File: src/rtl/time_entry_pkg.sv
// Shared types and constants for the keypad time-entry controller.
package time_entry_pkg;

    typedef logic [3:0] bcd_t;

    typedef enum logic [1:0] {
        ST_IDLE   = 2'd0,
        ST_ENTRY  = 2'd1,
        ST_COMMIT = 2'd2
    } entry_state_t;

    localparam bcd_t KEY_CLEAR       = 4'hA;
    localparam bcd_t MS_HR_MAX       = 4'd2;
    localparam bcd_t LS_HR_MAX_AT_20 = 4'd3;
    localparam bcd_t MS_MIN_MAX      = 4'd5;
    localparam bcd_t DIGIT_MAX       = 4'd9;

endpackage

File: src/rtl/time_entry_ctrl_if.sv
// Keypad/button inputs and clock/alarm load outputs of the time-entry controller.
interface time_entry_ctrl_if;
    import time_entry_pkg::*;

    logic       one_second;
    logic       key_valid;
    bcd_t       key;
    logic       load_time;
    logic       load_alarm;
    bcd_t       new_current_time_ms_hr;
    bcd_t       new_current_time_ls_hr;
    bcd_t       new_current_time_ms_min;
    bcd_t       new_current_time_ls_min;
    logic       load_new_c;
    logic       load_new_a;
    logic       entry_active;
    logic [2:0] digit_count;
    logic       key_err;
    logic       entry_timeout;

    // master drives keys and buttons; slave is the controller itself
    modport master (
        output one_second, key_valid, key, load_time, load_alarm,
        input  new_current_time_ms_hr, new_current_time_ls_hr,
               new_current_time_ms_min, new_current_time_ls_min,
               load_new_c, load_new_a, entry_active, digit_count,
               key_err, entry_timeout
    );

    modport slave (
        input  one_second, key_valid, key, load_time, load_alarm,
        output new_current_time_ms_hr, new_current_time_ls_hr,
               new_current_time_ms_min, new_current_time_ls_min,
               load_new_c, load_new_a, entry_active, digit_count,
               key_err, entry_timeout
    );

endinterface

File: src/rtl/entry_digit_validator.sv
// Range check for a digit key at a given HH:MM position (pos 4 and up never accept).
module entry_digit_validator
    import time_entry_pkg::*;
(
    input  logic [2:0] i_pos,
    input  bcd_t       i_key,
    input  bcd_t       i_ms_hr,
    output logic       o_digit_ok
);

    always_comb begin
        // NOTE: default first so every path assigns and no latch is inferred.
        o_digit_ok = 1'b0;
        case (i_pos)
            3'd0: o_digit_ok = (i_key <= MS_HR_MAX);
            3'd1: o_digit_ok = (i_ms_hr == MS_HR_MAX) ? (i_key <= LS_HR_MAX_AT_20)
                                                      : (i_key <= DIGIT_MAX);
            3'd2: o_digit_ok = (i_key <= MS_MIN_MAX);
            3'd3: o_digit_ok = (i_key <= DIGIT_MAX);
            default: o_digit_ok = 1'b0;
        endcase
    end

endmodule

File: src/rtl/time_entry_ctrl.sv
// Keypad time-entry controller: collects HH:MM digits, validates them, and
// commits them to the time counter or alarm register with a one-cycle strobe.
module time_entry_ctrl
    import time_entry_pkg::*;
#(
    parameter int unsigned TIMEOUT_S = 10
) (
    input  logic               clk,
    input  logic               reset,
    time_entry_ctrl_if.slave   bus
);

    localparam logic [7:0] TIMEOUT_LAST = 8'(TIMEOUT_S - 1);

    entry_state_t r_state;
    logic [2:0]   r_count;
    bcd_t         r_ms_hr, r_ls_hr, r_ms_min, r_ls_min;
    logic         r_load_c, r_load_a, r_key_err, r_timeout;
    logic [7:0]   r_idle_cnt;

    logic w_digit_ok;
    logic w_load_any;
    logic w_is_clear;

    assign w_load_any = bus.load_time | bus.load_alarm;
    assign w_is_clear = (bus.key == KEY_CLEAR);

    entry_digit_validator u_validator (
        .i_pos      (r_count),
        .i_key      (bus.key),
        .i_ms_hr    (r_ms_hr),
        .o_digit_ok (w_digit_ok)
    );

    always_ff @(posedge clk or posedge reset) begin
        if (reset) begin
            r_state    <= ST_IDLE;
            r_count    <= '0;
            r_ms_hr    <= '0;
            r_ls_hr    <= '0;
            r_ms_min   <= '0;
            r_ls_min   <= '0;
            r_load_c   <= 1'b0;
            r_load_a   <= 1'b0;
            r_key_err  <= 1'b0;
            r_timeout  <= 1'b0;
            r_idle_cnt <= '0;
        end else begin
            // NOTE: non-blocking everywhere here; later assignments in the
            // same cycle override earlier defaults without ordering races.
            r_load_c  <= 1'b0;
            r_load_a  <= 1'b0;
            r_key_err <= 1'b0;
            r_timeout <= 1'b0;
            case (r_state)
                ST_IDLE: begin
                    r_idle_cnt <= '0;
                    if (w_load_any) begin
                        r_key_err <= 1'b1;
                    end else if (bus.key_valid && !w_is_clear) begin
                        if (w_digit_ok) begin
                            r_state  <= ST_ENTRY;
                            r_count  <= 3'd1;
                            r_ms_hr  <= bus.key;
                            r_ls_hr  <= '0;
                            r_ms_min <= '0;
                            r_ls_min <= '0;
                        end else begin
                            r_key_err <= 1'b1;
                        end
                    end
                end

                ST_ENTRY: begin
                    // Idle timer first; a commit or key below overrides its effects.
                    if (bus.key_valid || (w_load_any && r_count == 3'd4)) begin
                        r_idle_cnt <= '0;
                    end else if (bus.one_second) begin
                        if (r_idle_cnt == TIMEOUT_LAST) begin
                            r_timeout  <= 1'b1;
                            r_state    <= ST_IDLE;
                            r_count    <= '0;
                            r_ms_hr    <= '0;
                            r_ls_hr    <= '0;
                            r_ms_min   <= '0;
                            r_ls_min   <= '0;
                            r_idle_cnt <= '0;
                        end else begin
                            r_idle_cnt <= r_idle_cnt + 8'd1;
                        end
                    end

                    if (w_load_any) begin
                        if (r_count == 3'd4) begin
                            r_state  <= ST_COMMIT;
                            r_load_c <= bus.load_time;
                            r_load_a <= ~bus.load_time;
                            r_count  <= '0;
                        end else begin
                            r_key_err <= 1'b1;
                        end
                    end else if (bus.key_valid) begin
                        if (w_is_clear) begin
                            r_count  <= '0;
                            r_ms_hr  <= '0;
                            r_ls_hr  <= '0;
                            r_ms_min <= '0;
                            r_ls_min <= '0;
                        end else if (w_digit_ok) begin
                            r_count <= r_count + 3'd1;
                            case (r_count)
                                3'd0:    r_ms_hr  <= bus.key;
                                3'd1:    r_ls_hr  <= bus.key;
                                3'd2:    r_ms_min <= bus.key;
                                3'd3:    r_ls_min <= bus.key;
                                default: ;
                            endcase
                        end else begin
                            r_key_err <= 1'b1;
                        end
                    end
                end

                ST_COMMIT: begin
                    r_state    <= ST_IDLE;
                    r_idle_cnt <= '0;
                end

                default: begin
                    r_state    <= ST_IDLE;
                    r_idle_cnt <= '0;
                end
            endcase
        end
    end

    assign bus.new_current_time_ms_hr  = r_ms_hr;
    assign bus.new_current_time_ls_hr  = r_ls_hr;
    assign bus.new_current_time_ms_min = r_ms_min;
    assign bus.new_current_time_ls_min = r_ls_min;
    assign bus.load_new_c              = r_load_c;
    assign bus.load_new_a              = r_load_a;
    assign bus.entry_active            = (r_state == ST_ENTRY);
    assign bus.digit_count             = r_count;
    assign bus.key_err                 = r_key_err;
    assign bus.entry_timeout           = r_timeout;

endmodule

File: src/flat_wrapper.sv
// flat-port wrapper written by rule: the top's interface ports become plain ports
module time_entry_ctrl_flat import time_entry_pkg::*;
#(
    parameter int unsigned TIMEOUT_S = 10
)
  (clk, reset, bus_one_second, bus_key_valid, bus_key, bus_load_time, bus_load_alarm, bus_new_current_time_ms_hr, bus_new_current_time_ls_hr, bus_new_current_time_ms_min, bus_new_current_time_ls_min, bus_load_new_c, bus_load_new_a, bus_entry_active, bus_digit_count, bus_key_err, bus_entry_timeout);
  time_entry_ctrl_if bus_i ();
  input  logic clk;
  input  logic reset;
  input wire logic [$bits(bus_i.one_second)-1:0] bus_one_second;
  input wire logic [$bits(bus_i.key_valid)-1:0] bus_key_valid;
  input wire logic [$bits(bus_i.key)-1:0] bus_key;
  input wire logic [$bits(bus_i.load_time)-1:0] bus_load_time;
  input wire logic [$bits(bus_i.load_alarm)-1:0] bus_load_alarm;
  output wire logic [$bits(bus_i.new_current_time_ms_hr)-1:0] bus_new_current_time_ms_hr;
  output wire logic [$bits(bus_i.new_current_time_ls_hr)-1:0] bus_new_current_time_ls_hr;
  output wire logic [$bits(bus_i.new_current_time_ms_min)-1:0] bus_new_current_time_ms_min;
  output wire logic [$bits(bus_i.new_current_time_ls_min)-1:0] bus_new_current_time_ls_min;
  output wire logic [$bits(bus_i.load_new_c)-1:0] bus_load_new_c;
  output wire logic [$bits(bus_i.load_new_a)-1:0] bus_load_new_a;
  output wire logic [$bits(bus_i.entry_active)-1:0] bus_entry_active;
  output wire logic [$bits(bus_i.digit_count)-1:0] bus_digit_count;
  output wire logic [$bits(bus_i.key_err)-1:0] bus_key_err;
  output wire logic [$bits(bus_i.entry_timeout)-1:0] bus_entry_timeout;
  assign bus_i.one_second = bus_one_second;
  assign bus_i.key_valid = bus_key_valid;
  assign bus_i.key = bus_key;
  assign bus_i.load_time = bus_load_time;
  assign bus_i.load_alarm = bus_load_alarm;
  assign bus_new_current_time_ms_hr = bus_i.new_current_time_ms_hr;
  assign bus_new_current_time_ls_hr = bus_i.new_current_time_ls_hr;
  assign bus_new_current_time_ms_min = bus_i.new_current_time_ms_min;
  assign bus_new_current_time_ls_min = bus_i.new_current_time_ls_min;
  assign bus_load_new_c = bus_i.load_new_c;
  assign bus_load_new_a = bus_i.load_new_a;
  assign bus_entry_active = bus_i.entry_active;
  assign bus_digit_count = bus_i.digit_count;
  assign bus_key_err = bus_i.key_err;
  assign bus_entry_timeout = bus_i.entry_timeout;
  time_entry_ctrl #(.TIMEOUT_S(TIMEOUT_S)) u_core (.clk(clk), .reset(reset), .bus(bus_i));
endmodule
File: config.mk
export PLATFORM = sky130hd
export DESIGN_NAME = time_entry_ctrl_flat
export DESIGN_NICKNAME = d
export VERILOG_FILES = /design/src/rtl/time_entry_pkg.sv /design/src/rtl/time_entry_ctrl_if.sv /design/src/rtl/entry_digit_validator.sv /design/src/rtl/time_entry_ctrl.sv /design/src/flat_wrapper.sv
export SDC_FILE = /design/constraint.sdc
export NUM_CORES = 1
export LEC_CHECK = 0
export CORE_MARGIN = 2
export CORE_UTILIZATION = 40
export DETAILED_ROUTE_END_ITERATION = 8
export PLACE_DENSITY = 0.68
export SYNTH_ARGS = -nofsm -noshare
export SYNTH_HDL_FRONTEND = slang
export SYNTH_SLANG_ARGS = --single-unit
export TNS_END_PERCENT = 5
File: constraint.sdc
create_clock -name clk -period 4.2 [get_ports clk]
set_clock_uncertainty 0.05 [all_clocks]
set_input_delay 0.63 -clock clk [delete_from_list [all_inputs] [get_ports clk]]
set_output_delay 0.63 -clock clk [all_outputs]
set_load 0.01 [all_outputs]
==> reports/results.txt <==
Status - finished, final reports clean
Placed Instances - 294
Top delay family on crit path - buffers and inverters
Mapped Cells - 201
Clock root buffer - clkbuf_8
Die height - 74.7 µm
First-pass GRT wire length - 7960 µm
Period utilization - 68.5%
Yosys top cell by area - dfrtp_1
R2R Setup Slk - 1.68 ns
DIE WIDTH - 74.7 µm
Overall Power - 1.16 mW
Ant. Diodes - 0
Crit Path Class - reg2out
Max Used Layer - met4
Sequential share of power - 35.7%
Clk_lat worst skew - 0.29 ns
Synth-to-layout area growth - 24.6%
Top_reg_cell synth - dfrtp_1
Antenna violations before repair - 0
TritonRoute pass-1 iters - 4
Synth Warn # - 0
Iteration-0 DRC Markers - 89
Hold Slack - 0.442 ns
Clock Pin Slew Worst Setup and Hold Paths - 0.07 ns
Layout Utilization - 52.3%
Post-CTS sizing - 0
Max-cap viol count - 0
Final setup viols - 0
RePlAce Congestion - 0.877
GRT overflow - 0
CP Cell Sequence - nand2b_1 -> inv_1 -> clkdlybuf4s50_1
M1 WL - 2090 µm
Power per cell area - 466 nW/µm²
Reg area - 826 µm²
Largest vdd supply drop - 277 µV
CTS Buf Count - 5
Critical Path RT - 3.52 ns
Leak pwr - 1.01 nW
RSZ-0062 raised after global routing - no
Pre-CTS setup slack - 1.15 ns
Top cell type's share of synthesized area - 41.4%
Crit path DAT - 2.20 ns
Met3 wire len - 248 µm
Count of final max-slew check failures - 0
Yosys reg bits - 33
Io pins - 34
Switch share - 35.7%
Syn_area_per_cell - 9.93 µm²
Max incr delay on CP - 0.65 ns
Htree depth - 2
Postcts setup bufs - 0
FFs w/ async S/R, synth - 100%
CP endpoint kind - output port
Met2 WL - 2270 µm
Share of post-route cells with drive strength above 1 - 10.2%
Rel. slew slack - 59.8%
Buffers on Ports - 33
Starting density of the core - 42.0%
Register area share after synthesis - 41.4%
Synthesized net count - 218
Unique masters post-synth - 57
Remaining DRCs - 0
Achievable Freq - 348 MHz
Area after DPL - 2370 µm²
Die ar. - 5570 µm²
Largest net degree at the start of global routing - 34
Post-DP HPWL - 3300 µm
Vias in the first global route - 1622
Final instance count without filler cells - 302
CP startpoint kind - register
CTS tree - done
Setup TNS - 0 ns
Hold Buf Count CTS - 0
Psw - 0.414 mW
DR vias/cell - 5.50
Final Hold Viols - 0
Buf/Inv on CP - 2
Clk sinks - 33
Number of fill cells in the layout - 475
Post-route design area - 2490 µm²
Core Area - 4750 µm²
Hold crit path type - reg2reg
Post-layout minimum cycle time - 2.88 ns
Clk pwr share - 26.9%
Row count - 25
Combinational Power Share - 37.5%
Cell Area, Synth - 2000 µm²
Worst slew pin tran - 0.597 ns
Pint - 0.746 mW
Routed wire length - 4680 µm
Clock Path Buffers - 2
EDFF count, synth - 0
Area occupied by multi-input gates - 1040 µm²
Slowest CP cell - dfrtp_1
Post-route setup slack - 1.32 ns
CP max FO - 12
Vias after detailed routing - 1660
Nets - 251
Top cells by area, synth - dfrtp_1 41%, a32o_1 4.5%, ha_1 4.4%
Wire per inst - 15.5 µm
Post-route antenna net violation count - 0
All-Layer GR Usage - 18.8%
[per-layer routing]
layer  GRT usage, %  vias up
li1               -      797
met1           23.7      808
met2           32.0       44
met3           4.28       11
met4           6.15        0
met5              0        -
[cell families after synthesis]
family / Yosys count / synth area share (%)
adder cells (fa/ha/maj): 7 / 4.39
AND/OR/NAND/NOR: 61 / 17.0
buffers and inverters: 30 / 6.52
XOR/XNOR: 1 / 0.439
flip-flops: 33 / 41.4
multiplexers: 2 / 1.00
AO/OA/AOI/OAI: 67 / 29.3
[final cells by class]
class	instances	area share, %
multi-input combinational	138	41.9
sequential	33	33.2
timing repair buffer	34	13.6
clock buffer	7	3.47
tap	67	3.37
inverter	22	3.32
clock inverter	1	1.21
[cell usage after synthesis (4+ instances only)]
library cell / n
dfrtp_1: 33
inv_1: 22
nor2_1: 15
nand2_1: 13
a32o_1: 9
nand2b_1: 8
ha_1: 7
o21ai_0: 7
o21ai_1: 7
o211ai_1: 6
a21oi_1: 4
buf_4: 4
o21ai_2: 4
o221ai_1: 4
[final timing paths]
check                      cells past startpoint                                  start                               endpoint
setup / recovery                               3                      u_core.r_state[0]                       bus_entry_active
hold / removal                                 1  u_core.bus.new_current_time_ms_min[2]  u_core.bus.new_current_time_ms_min[2]
setup reg to reg                               5                      u_core.r_state[0]                   u_core.r_idle_cnt[4]
hold reg to reg                                1  u_core.bus.new_current_time_ms_min[2]  u_core.bus.new_current_time_ms_min[2]
max in group asynchronous                      3                                  reset                   u_core.r_idle_cnt[4]
min in group asynchronous                      3                                  reset  u_core.bus.new_current_time_ms_min[0]
[power groups by stage]
stage | Clock (mW) | Combinational, mW | Sequential (mW)
2_1_floorplan | 0 | 0.294 | 0.411
3_3_place_gp | 0 | 0.430 | 0.421
3_5_place_dp | 0 | 0.431 | 0.420
4_1_cts | 0.317 | 0.435 | 0.414
5_1_grt | 0.338 | 0.473 | 0.420
6_report | 0.312 | 0.435 | 0.414
[sequential cells by signal, indices dropped and copies added, names as in the netlist]
name,count
u_core.bus.entry_timeout,1
u_core.bus.new_current_time_ls_min,4
u_core.r_state,2
u_core.bus.new_current_time_ls_hr,4
u_core.bus.digit_count,3
u_core.bus.load_new_a,1
u_core.bus.new_current_time_ms_hr,4
u_core.bus.new_current_time_ms_min,4
u_core.bus.load_new_c,1
u_core.bus.key_err,1
u_core.r_idle_cnt,8
[cell usage in the layout, fill, tap and decap left out, drive strengths merged, types with 2 or more instances in the layout]
cell type	instances
mux2i	2
a211oi	2
clkbuf	7
inv	22
a311oi	2
o221ai	4
a21oi	5
a2111oi	2
nand2b	8
nor2	16
o31ai	2
nor3	3
a32o	9
nor2b	2
clkdlybuf4s50	33
nand3	3
o21ai	19
and3	2
nand3b	2
or3	2
nand2	14
dfrtp	33
ha	7
o21a	3
a211o	2
o211ai	6
Power figures use the tool's default switching activity.
==> patch 1, RTL diff (same settings) <==
Encoding of `entry_state_t`: now one-hot (3 bits for 3 states).
--- a/src/rtl/time_entry_pkg.sv
+++ b/src/rtl/time_entry_pkg.sv
@@ -5,6 +5,6 @@
 
-    typedef enum logic [1:0] {
-        ST_IDLE   = 2'd0,
-        ST_ENTRY  = 2'd1,
-        ST_COMMIT = 2'd2
+    typedef enum logic [2:0] {
+        ST_IDLE   = 3'b001,
+        ST_ENTRY  = 3'b010,
+        ST_COMMIT = 3'b100
     } entry_state_t;
Formal check against the unedited RTL: no difference found for any inputs over 4 cycles, from zero or initial values and one cycle with reset high; so few cycles prove little.
==> patch 1 against the unedited design <==
Total power shrank 17%. Sequential cell count grew 1. Critical endpoint unchanged. Area after synthesis grew 1.6%. Cell count shrank 3.0%. Wire length grew 1.1%. Critical path depth is the same. Worst setup slack gained 24 ps. Final area grew 0.86%.
==> patch 1: results (changes against the unedited design) <==
| Metric | Value |
|---|---|
| Post-synth ARST share | 100% (unchanged) |
| Met3 Use GR | 3.75% (was 4.28%) |
| Pin count of the biggest net entering global routing | 28 (was 34) |
| Crit path DAT | 2170 ps (was 2200 ps) |
| Fin cells | 293 (was 302) |
| Met1 Track Usage GR | 26.4% (was 23.7%) |
| First-pass GRT wire length | 7.69 mm (was 7.96 mm) |
| Net count after synthesis | 206 (was 218) |
| Clkbuf count | 8 (was 7) |
| Peak supply drop | 0.204 mV (was 0.277 mV) |
| Layout cell share with drive strength beyond 1 | 13.3% (was 10.2%) |
| Nets | 242 (was 251) |
| Inst Count DP | 285 (was 294) |
| Pleak | 1.05 nW (was 1.01 nW) |
| DP Worst Slack | 1360 ps (was 1150 ps) |
| #MultiIn Comb | 137 (was 138) |
| Multi-input combinational area share | 43.7% (was 41.9%) |
| DR WL/cell | 16.1 um (was 15.5 um) |
| DR vias | 1657 (was 1660) |
| Worst Path Max Fanout | 10 (was 12) |
| Synth unique cells | 59 (was 57) |
| Signal buffers | 36 (was 34) |
| GPL Wtd Cong | 0.893 (was 0.877) |
| Min-delay src | u_core.bus.new_current_time_ls_min[2] (was u_core.bus.new_current_time_ms_min[2]) |
| Syn avg cell area | 10.7 um2 (was 9.93 um2) |
| Crit path from | u_core.r_state[0] (unchanged) |
| Post-CTS setup buffers | 0 (unchanged) |
| Seq area share | 34.0% (was 33.2%) |
| Syn-to-layout area delta | 23.7% (was 24.6%) |
| Final total power | 0.000966 W (was 0.00116 W) |
| Inverters | 11 (was 22) |
| Outcome | complete, no violations (unchanged) |
| Comb. pwr | 0.000323 W (was 0.000435 W) |
| Total GRT Usage | 18.3% (was 18.8%) |
| Area after DPL | 2430 um2 (was 2370 um2) |
| Wire length on met3 | 189 um (was 248 um) |
| Most frequent cells after synthesis | dfrtp_1, a32o_1, inv_1, nand2_1 (was dfrtp_1, inv_1, nor2_1, nand2_1, a32o_1) |
| Iter 0 DRT Violations | 101 (was 89) |
| Metal2 WL | 2.15 mm (was 2.27 mm) |
| Worst R2R Start | u_core.bus.digit_count[2] (was u_core.r_state[0]) |
| Met1 WL | 2.30 mm (was 2.09 mm) |
| Vias in the first global route | 1530 (was 1622) |
| Sequential-to-total area share from yosys stat | 42.0% (was 41.4%) |
| Met2 global-route usage | 26.9% (was 32.0%) |
| Fraction of area in non-clock buffers | 14.1% (was 13.6%) |
| Clock power share | 24.9% (was 26.9%) |
| Synth area leaders | dfrtp_1, a32o_1, ha_1 (unchanged) |
| Slew headroom | 29.1% (was 59.8%) |
| Clock-cell share | 3.19% (was 4.68%) |
| Hpwl dp | 3.40 mm (was 3.30 mm) |
| Internal power | 0.000635 W (was 0.000746 W) |
| Fillers | 449 (was 475) |
| Yosys reg bits | 34 (was 33) |
| CTS-repair resized insts | 0 (unchanged) |
## patch 1: changes by cell type in the layout (fill, tap and decap cells not counted), sizes merged, moves of 5 or more
cell / change
inv: -12
nor2: -7
o21ai: -7
a32o: +6
nand2b: -6
nor2b: +6
o211ai: -5
## patch 1: path summary, 6_finish.rpt
check,depth (start not counted),slack [ps],to
min,1,450,u_core.bus.new_current_time_ls_min[2]
min in group asynchronous,2,840,u_core.bus.digit_count[0]
max reg2reg,6,1440,u_core.bus.new_current_time_ms_hr[3]
min reg2reg,1,450,u_core.bus.new_current_time_ls_min[2]
max,3,1350,bus_entry_active
max in group asynchronous,4,2350,u_core.r_state[0]
## patch 1: cell families after synthesis
kind of cell    count (synthesis)  share of synthesized area, %
flops                          34                          42.0
compound gates                 65                          30.3
simple gates                   64                          19.0
mux                             1                         0.494
buf+inv                        18                          3.89
fa+ha+maj                       7                          4.32
## patch 1: worst max-delay path: stages, from the launching register on
cell             delay [ps]
dfstp_2                 560
or3b_1                  440
clkinv_2                330
clkdlybuf4s50_1         560
==> patch 2, RTL diff (same settings) <==
Without the edit above. `TIMEOUT_S` is set to 10 in 2 places; all go to 7.
--- a/src/rtl/time_entry_ctrl.sv
+++ b/src/rtl/time_entry_ctrl.sv
@@ -5,3 +5,3 @@
 #(
-    parameter int unsigned TIMEOUT_S = 10
+    parameter int unsigned TIMEOUT_S = 7
 ) (
--- a/src/flat_wrapper.sv
+++ b/src/flat_wrapper.sv
@@ -3,3 +3,3 @@
 #(
-    parameter int unsigned TIMEOUT_S = 10
+    parameter int unsigned TIMEOUT_S = 7
 )
Behaviour: no difference found for any inputs over 4 cycles, from zero or initial values and one cycle with reset high; that may be too few to reach the edited logic, so the function may still have changed.
==> patch 2 against the unedited design <==
Worst setup slack better by 68 ps. Total power down 7.6%. Worst hold slack better by 1.8 ps. Area after synthesis down 10%. Via count down 5.2%. Maximum frequency up 2.4%. Global-route usage down 0.81 points. Critical path depth up 4. Wire length down 10%. Final area down 9.2%. Synthesized cell count down 12%. Sequential power down 3%. Combinational power down 2%. Sequential cell count unchanged.
==> patch 2: results (changes against the unedited design) <==
| Metric | Value |
|---|---|
| Outcome | complete, no violations (unchanged) |
| Pin count of the biggest net entering global routing | 28 (was 34) |
| Vias per cell | 5.94 (was 5.50) |
| Hpwl dp | 3.02 mm (was 3.30 mm) |
| Synth unique cells | 51 (was 57) |
| Met2 global-route usage | 27.0% (was 32.0%) |
| Most frequent cells after synthesis | dfrtp_1, nor2_1, nand2_1 (was dfrtp_1, inv_1, nor2_1, nand2_1, a32o_1) |
| Worst R2R Start | u_core.bus.digit_count[0] (was u_core.r_state[0]) |
| First-pass DRT Iterations | 5 (was 4) |
| Met1 Track Usage GR | 26.3% (was 23.7%) |
| Cell family with most CP delay | compound AO/OA/AOI/OAI gates (was buffers and inverters) |
| Worst Path Max Fanout | 9 (was 12) |
| First-pass GRT wire length | 7.11 mm (was 7.96 mm) |
| CP peak stage delay | 570 ps (was 650 ps) |
| Slew headroom | 32.7% (was 59.8%) |
| Pleak | 0.935 nW (was 1.01 nW) |
| Nets | 230 (was 251) |
| Fillers | 408 (was 475) |
| Total GRT Usage | 18.0% (was 18.8%) |
| Net count after synthesis | 194 (was 218) |
| Met3 Use GR | 4.27% (was 4.28%) |
| Min-delay src | u_core.bus.new_current_time_ls_hr[3] (was u_core.bus.new_current_time_ms_min[2]) |
| DP Worst Slack | 1150 ps (about the same) |
| Crit path DAT | 2930 ps (was 2200 ps) |
| Crit path max-delay cell type | clkdlybuf4s50_1 (was dfrtp_1) |
| Layout cell share with drive strength beyond 1 | 6.57% (was 10.2%) |
| Iter 0 DRT Violations | 74 (was 89) |
| Vias in the first global route | 1434 (was 1622) |
| Crit path from | bus_key[1] (was u_core.r_state[0]) |
-- patch 2: cell types whose count changed after synthesis, sizes merged, moves of 3 or more --
cell / before / now
a21oi: 5 / 9
inv: 22 / 9
o21ai: 19 / 9
o221ai: 4 / 0
a22o: 1 / 8
o211ai: 6 / 2
nand2b: 8 / 3
nor3: 3 / 6
buf: 7 / 3
-- patch 2: final cells by class --
| cell class | count | area, um2 | share of cell area (%) |
|---|---|---|---|
| multi-input cells | 129 | 907 | 40.1 |
| flip-flops and latches | 33 | 826 | 36.5 |
| repair buffers | 34 | 338 | 15.0 |
| clock buffers | 7 | 86.3 | 3.82 |
| well taps | 52 | 65.1 | 2.88 |
| inverters | 10 | 37.5 | 1.66 |
-- patch 2: cells by family after synthesis --
| group | after synthesis | synth area share [%] |
|---|---|---|
| flops | 33 | 46.1 |
| xor+xnor | 1 | 0.489 |
| buf+inv | 15 | 3.28 |
| simple gates | 59 | 17.9 |
| mux | 2 | 1.12 |
| compound gates | 60 | 26.3 |
| fa+ha+maj | 7 | 4.89 |
-- patch 2: path summary, 6_finish.rpt --
check                           cells after the start  slack (ps)                                    end
worst max-delay path                                7        1390   u_core.bus.new_current_time_ls_hr[1]
worst min-delay path                                1         440   u_core.bus.new_current_time_ls_hr[3]
worst max register to register                      8        1630   u_core.bus.new_current_time_ls_hr[1]
worst min register to register                      1         440   u_core.bus.new_current_time_ls_hr[3]
max in group asynchronous                           3        2580  u_core.bus.new_current_time_ms_min[3]
min in group asynchronous                           2         840   u_core.bus.new_current_time_ms_hr[0]
-- patch 2: metal layers --
metal	share of wire (%)	vias to the layer above
met5	0	-
met4	0.90	0
met3	6.3	5
met2	46	56
met1	47	773
li1	-	740
-- patch 2: power by group --
group	leakage [nW]	internal [W]	switching [W]
Combinational	0.447	0.000187	0.000241
Clock	0.0443	0.000130	0.000111
Sequential	0.444	0.000358	0.0000447
Total	0.935	0.000675	0.000396
-- patch 2: per-stage QoR --
stage	instance area, um2	std cells	hold WS [ps]	total power [W]	util, %
after floorplan	1790	177	410	0.000678	-
after global placement	2170	258	426	0.000832	50.3
after detailed placement	2170	258	433	0.000832	50.3
after CTS	2260	265	447	0.00107	52.3
after global routing	2260	265	474	0.00115	52.3
final	2260	265	444	0.00107	52.3
